===== src/rtl/seq_divider.sv =====
// Sequential restoring unsigned divider, one quotient bit per clock.
// Start/done handshake; divide-by-zero returns all-ones quotient and R=A.
module seq_divider #(
  parameter int WIDTH = 4
) (
  input  logic             clk,
  input  logic             rst_n,
  input  logic             start,
  input  logic [WIDTH-1:0] A,
  input  logic [WIDTH-1:0] B,
  output logic [WIDTH-1:0] Q,
  output logic [WIDTH-1:0] R,
  output logic             busy,
  output logic             done,
  output logic             div_by_zero
);

  localparam int CW = (WIDTH > 2) ? $clog2(WIDTH) : 1;

  typedef enum logic [1:0] {
    IDLE,
    CALC,
    DONE
  } state_t;

  state_t           state_q;
  logic [WIDTH-1:0] b_q;
  logic [WIDTH-1:0] qsr_q;
  logic [WIDTH-1:0] rem_q;
  logic [CW-1:0]    cnt_q;
  logic [WIDTH-1:0] q_q;
  logic [WIDTH-1:0] r_q;
  logic             busy_q;
  logic             done_q;
  logic             dz_q;

  logic [WIDTH:0]   shift_d;
  logic [WIDTH:0]   sub_d;
  logic             ge_d;
  logic [WIDTH-1:0] rem_d;
  logic [WIDTH-1:0] qsr_d;
  logic             accept;
  logic             last;

  // The restored remainder is always below B, so WIDTH bits hold it;
  // the shifted value and the trial subtraction need the extra bit.
  always_comb begin
    shift_d = {rem_q, qsr_q[WIDTH-1]};
    sub_d   = shift_d - {1'b0, b_q};
    ge_d    = ~sub_d[WIDTH];
    rem_d   = ge_d ? sub_d[WIDTH-1:0]
                   : shift_d[WIDTH-1:0];
    qsr_d   = {qsr_q[WIDTH-2:0], ge_d};
  end

  assign accept = start && (state_q != CALC);
  assign last   = (cnt_q == CW'(WIDTH - 1));

  always_ff @(posedge clk or negedge rst_n) begin
    if (!rst_n) begin
      state_q <= IDLE;
      b_q     <= '0;
      qsr_q   <= '0;
      rem_q   <= '0;
      cnt_q   <= '0;
      q_q     <= '0;
      r_q     <= '0;
      busy_q  <= 1'b0;
      done_q  <= 1'b0;
      dz_q    <= 1'b0;
    end else begin
      unique case (state_q)
        IDLE, DONE: begin
          done_q <= 1'b0;
          busy_q <= 1'b0;
          if (accept) begin
            b_q <= B;
            if (B == '0) begin
              q_q     <= '1;
              r_q     <= A;
              dz_q    <= 1'b1;
              done_q  <= 1'b1;
              state_q <= DONE;
            end else begin
              rem_q   <= '0;
              qsr_q   <= A;
              cnt_q   <= '0;
              busy_q  <= 1'b1;
              state_q <= CALC;
            end
          end else begin
            state_q <= IDLE;
          end
        end
        CALC: begin
          rem_q <= rem_d;
          qsr_q <= qsr_d;
          cnt_q <= cnt_q + CW'(1);
          if (last) begin
            q_q     <= qsr_d;
            r_q     <= rem_d;
            dz_q    <= 1'b0;
            busy_q  <= 1'b0;
            done_q  <= 1'b1;
            cnt_q   <= '0;
            state_q <= DONE;
          end
        end
        default: begin
          busy_q  <= 1'b0;
          done_q  <= 1'b0;
          state_q <= IDLE;
        end
      endcase
    end
  end

  assign Q           = q_q;
  assign R           = r_q;
  assign busy        = busy_q;
  assign done        = done_q;
  assign div_by_zero = dz_q;

endmodule


===== config.mk =====
export PLATFORM = sky130hd
export DESIGN_NAME = seq_divider
export DESIGN_NICKNAME = d
export VERILOG_FILES = /design/src/rtl/seq_divider.sv
export SDC_FILE = /design/constraint.sdc
export NUM_CORES = 1
export LEC_CHECK = 0
export ABC_AREA = 1
export CAP_MARGIN = 20
export CORE_ASPECT_RATIO = 1.25
export CORE_MARGIN = 2
export CORE_UTILIZATION = 30
export CTS_CLUSTER_SIZE = 40
export DETAILED_ROUTE_END_ITERATION = 8
export GPL_TIMING_DRIVEN = 0
export HOLD_SLACK_MARGIN = 0.03
export PLACE_DENSITY_LB_ADDON = 0.05
export SLEW_MARGIN = 20
export SYNTH_ARGS = -nofsm -noshare
export SYNTH_HDL_FRONTEND = slang
export SYNTH_SLANG_ARGS = --single-unit

===== constraint.sdc =====
create_clock -name clk -period 2.65 [get_ports clk]
set_clock_uncertainty 0.1 [all_clocks]
set_input_delay 0.3975 -clock clk [delete_from_list [all_inputs] [get_ports clk]]
set_output_delay 0.3975 -clock clk [all_outputs]
set_load 0.02 [all_outputs]

==> impl.org <==
** Critical path
- In this run the critical register-to-register path is captured at R[0].
- Traced cell by cell, the critical path runs through inv_1, ha_1, fa_1, inv_1, nand2_1, nand2_1, nand3_1, nand2_1, nand3_1, nand3_1, nand2_1, inv_1.
- Along the worst path, the maximum fanout reaches 5.
- The worst register-to-register path begins at qsr_q[3].
- Combined buffer and inverter count along the critical path :: 3
- Broken down by cell family, the worst path's largest delay share belongs to simple AND/OR/NAND/NOR gates.
- Sort of element at the start of the critical path :: flip-flop
- Worst path required time :: approximately 2.8 ns
- On the worst path, the slowest cell contributes a delay of a little over 0.4 ns.
- Across all register-to-register paths, the minimum setup slack is roughly 0.59 ns.
- Logic depth of the worst register-to-register path :: 12
- Worst setup path category :: reg -> reg
- STA puts the critical path data arrival time at around 2.2 ns.
- Most repeated library cell on the critical path :: sky130_fd_sc_hd__nand2_1
- Critical path endpoint category :: flip-flop
- The largest individual stage delay along the critical path comes from the cell sky130_fd_sc_hd__fa_1.

** Global route
- For this run the aggregate overflow at the end of global routing stands at 0.
- Across every metal layer, demand over resource in global routing totals 0.1403.
- Entering global routing, the biggest net connects 27 pins.
- The first global-routing pass estimated 5.658 mm of wire.
- Antenna violations before repair :: 0
- Via count of the first global-routing pass :: between 1,000 and 1,500

** Synthesis
- Counting flops with a built-in enable in the synthesized netlist gives 0.
- The synthesized design contains 26 register bits.
- Asr flop ratio synth :: 1.000
- Flip-flop cell with the highest count after synthesis :: sky130_fd_sc_hd__dfrtp_1
- The biggest area contributor in the post-synthesis netlist is sky130_fd_sc_hd__dfrtp_1.
- Post-Syn Nets :: roughly 190
- Top cells by area, synth :: sky130_fd_sc_hd__dfrtp_1 47%, sky130_fd_sc_hd__nand3_1 9.4%, sky130_fd_sc_hd__nand2_1 7.6%
- Count of synthesis-stage warnings from yosys :: 0
- Register area share after synthesis :: 0.4714
- Area share of the leading cell type in the synthesized netlist :: 0.4714
- Cell count after synthesis :: 170
- In this run the cell area of the synthesized design comes to 1380 µm².
- Post-synthesis average cell area :: 8.118 µm²
- Count of distinct cell types in the synthesized netlist :: 22

** Route
- Ratio of routed vias to standard cells :: approximately 4.6
- Remaining design rule violation count :: 0
- In this run, the number of DRC markers left after iteration 0 of detailed routing was 37.
- Once detail routing completed, the nets flagged for antenna violations numbered 0.
- Total via count in the routed design :: 1,149
- Summed over all layers, the routed wires come to 3.037 mm.
- Mean routed wirelength per cell :: ~12 µm
- Pre-Repair DR Iteration Count :: 4

** Die
- For this design the top-level I/O count stands at 22.
- For this configuration, the core starts out at a cell density of 0.3118.
- Y dimension of the die :: 79.83 µm
- The floorplan step defined a die boundary enclosing approximately 5200 µm².
- In this run the core area contains 27 standard-cell rows.
- After floorplanning, the core was sized to cover approximately 4400 µm².
- In this run the horizontal extent of the chip is 64.67 µm.

** Timing
- Setup violations remaining at the end of the flow were counted as 0.
- F_max :: a little under 0.5 GHz
- The tightest hold path in the finished design has a slack of between 0.03 and 0.04 ns.
- Setup repair after global routing left no endpoint under its margin.
- Slew at the pin with the worst max-slew slack :: just over 0.6 ns
- The count of final max-slew check failures came to 0.
- The number of hold violations in the final report came to 0.
- Max-slew headroom :: 0.5959
- The routed design could run at a clock period as short as between 2 and 2.5 ns.
- In the finished design, the share of the clock period the worst path needs comes to 0.7790.
- Total Negative Setup Slacks :: 0 ns

** Clocking
- Buffers inserted during clock tree synthesis total 3.
- Clock tree root driver cell :: sky130_fd_sc_hd__clkbuf_8
- Clock sink count :: 26
- Number of resized instances in the post-cts repair step :: 0
- After clock tree synthesis, the setup repair step added 0 buffers.
- Clock-pin slew of the registers on the worst-case setup and hold paths :: 0.09 ns
- CTS tree :: built
- In this run, post-CTS hold repair placed 0 buffers.
- H-tree Lvls :: 1
- The clock reaches the later pin of the worst-skew pair after between 0.2 and 0.3 ns.
- Maximum clock path buffer count :: 2

** Finish
- Most common cell after layout, fill and taps aside :: sky130_fd_sc_hd__nand2_1
- In the final layout, the share of cells above drive strength 1 is 0.08763.
- The top cell types in the final layout, fill and taps aside, are 28 x sky130_fd_sc_hd__nand2_1, 26 x sky130_fd_sc_hd__dfrtp_1, 26 x sky130_fd_sc_hd__inv_1, 26 x sky130_fd_sc_hd__nand3_1.
- Final Net Count :: about 210
- Relative to the synthesized area, the layout overhead comes to 23.12%.
- Final Non-Filler Cells :: roughly 250
- Diode count :: 0

** Min path
- Worst Hold Class :: in -> async

** Power
- Net Sw Frac :: 0.4549
- Max IR drop VDD :: ~0.00055 V
- Of the total power, combinational logic draws 0.593.
- Switching power of the nets :: between 0.9 and 1 mW
- P_leak :: between 0.8 and 0.9 nW
- Pwr dens :: about 1300 nW/µm²
- The share of total power dissipated in sequential elements is 0.306.
- The share of total power dissipated in the clock network is 0.101.
- Internal Dissipation :: 1.192 mW

** Placed design
- Buffers placed on the I/O ports in this run total 21.
- The number of placed instances, taps included, is approximately 250.
- Summed over all nets, the half-perimeter wirelength after detailed placement is 2.342 mm.
- Final weighted congestion of routability-driven global placement :: between 0.8 and 0.9

** Flow run
- The tool flagged a number of max-cap violations equal to 0.

** Run status
- The flow ran to the end, and the final reports show no timing, DRC or antenna violations.
[routing by layer]
layer  GRT usage  share of wire  vias up
met5           0              0        -
met4     0.03830          0.013        0
met3     0.02539          0.025        5
met2      0.2302           0.48        9
met1      0.1894           0.48      544
li1            -              -      591
[Yosys cell counts, drive strengths merged (2+ instances only)]
cell,instances
buf,3
ha,5
nand2,31
o211ai,2
nor2,21
a21oi,3
a31oi,4
inv,29
nand3,26
dfrtp,26
or2,4
o21ai,12
[logic make-up (layout without fill, tap and decap cells)]
kind of cell               count (synthesis)  after routing  share of synthesized area
adders and majority gates                  6              6                    0.05984
AOI/OAI and AO/OA                         22             22                    0.08884
and+or+nand+nor                           82             82                     0.2720
buffers and inverters                     33             57                     0.1015
xor gates and xnor gates                   1              1                   0.006347
DFF                                       26             26                     0.4714
[state kept, by name, indices dropped and copies added (netlist names)]
| register | count |
|---|---|
| R | 4 |
| qsr_q | 4 |
| state_q | 2 |
| cnt_q | 2 |
| b_q | 4 |
| rem_q | 4 |
| div_by_zero | 1 |
| Q | 4 |
| busy | 1 |
[per-stage QoR]
step	instance area [µm²]	total power [mW]	util	setup slack (ns)
floorplan	1380	1.594	-	0.8981
global placement	1663	1.985	0.3757	0.3418
detailed placement	1658	1.994	0.3746	0.3681
CTS	1699	2.227	0.3839	0.5689
global route	1699	2.444	0.3839	0.3865
finish	1699	2.186	0.3839	0.5857
[area by class of cell]
class                   count  area (µm²)
plain buffers               3       27.53
clock buffers               3       41.29
fillers                   473        2726
inverters                  30       112.6
multi-input cells         111       589.3
flip-flops and latches     26       650.6
well taps                  58       72.57
repair buffers             21       205.2
[worst max-delay path by stage]
stage                  start  endpoint  slack [ns]  cells past startpoint
floorplan             b_q[0]      R[3]        0.90                     10
global placement       start  qsr_q[2]        0.34                      7
detailed placement     start  qsr_q[3]        0.37                      7
CTS                 qsr_q[3]      R[2]        0.57                     12
global route        qsr_q[3]      R[0]        0.39                     12
finish              qsr_q[3]      R[0]        0.59                     12
[power by group through the flow]
stage | clock (mW) | sequential, mW | combinational [mW]
2_1_floorplan | 0 | 0.747 | 0.846
3_3_place_gp | 0 | 0.676 | 1.31
3_5_place_dp | 0 | 0.679 | 1.31
4_1_cts | 0.232 | 0.672 | 1.32
5_1_grt | 0.251 | 0.696 | 1.50
6_report | 0.221 | 0.668 | 1.30
Power figures use the tool's default switching activity.
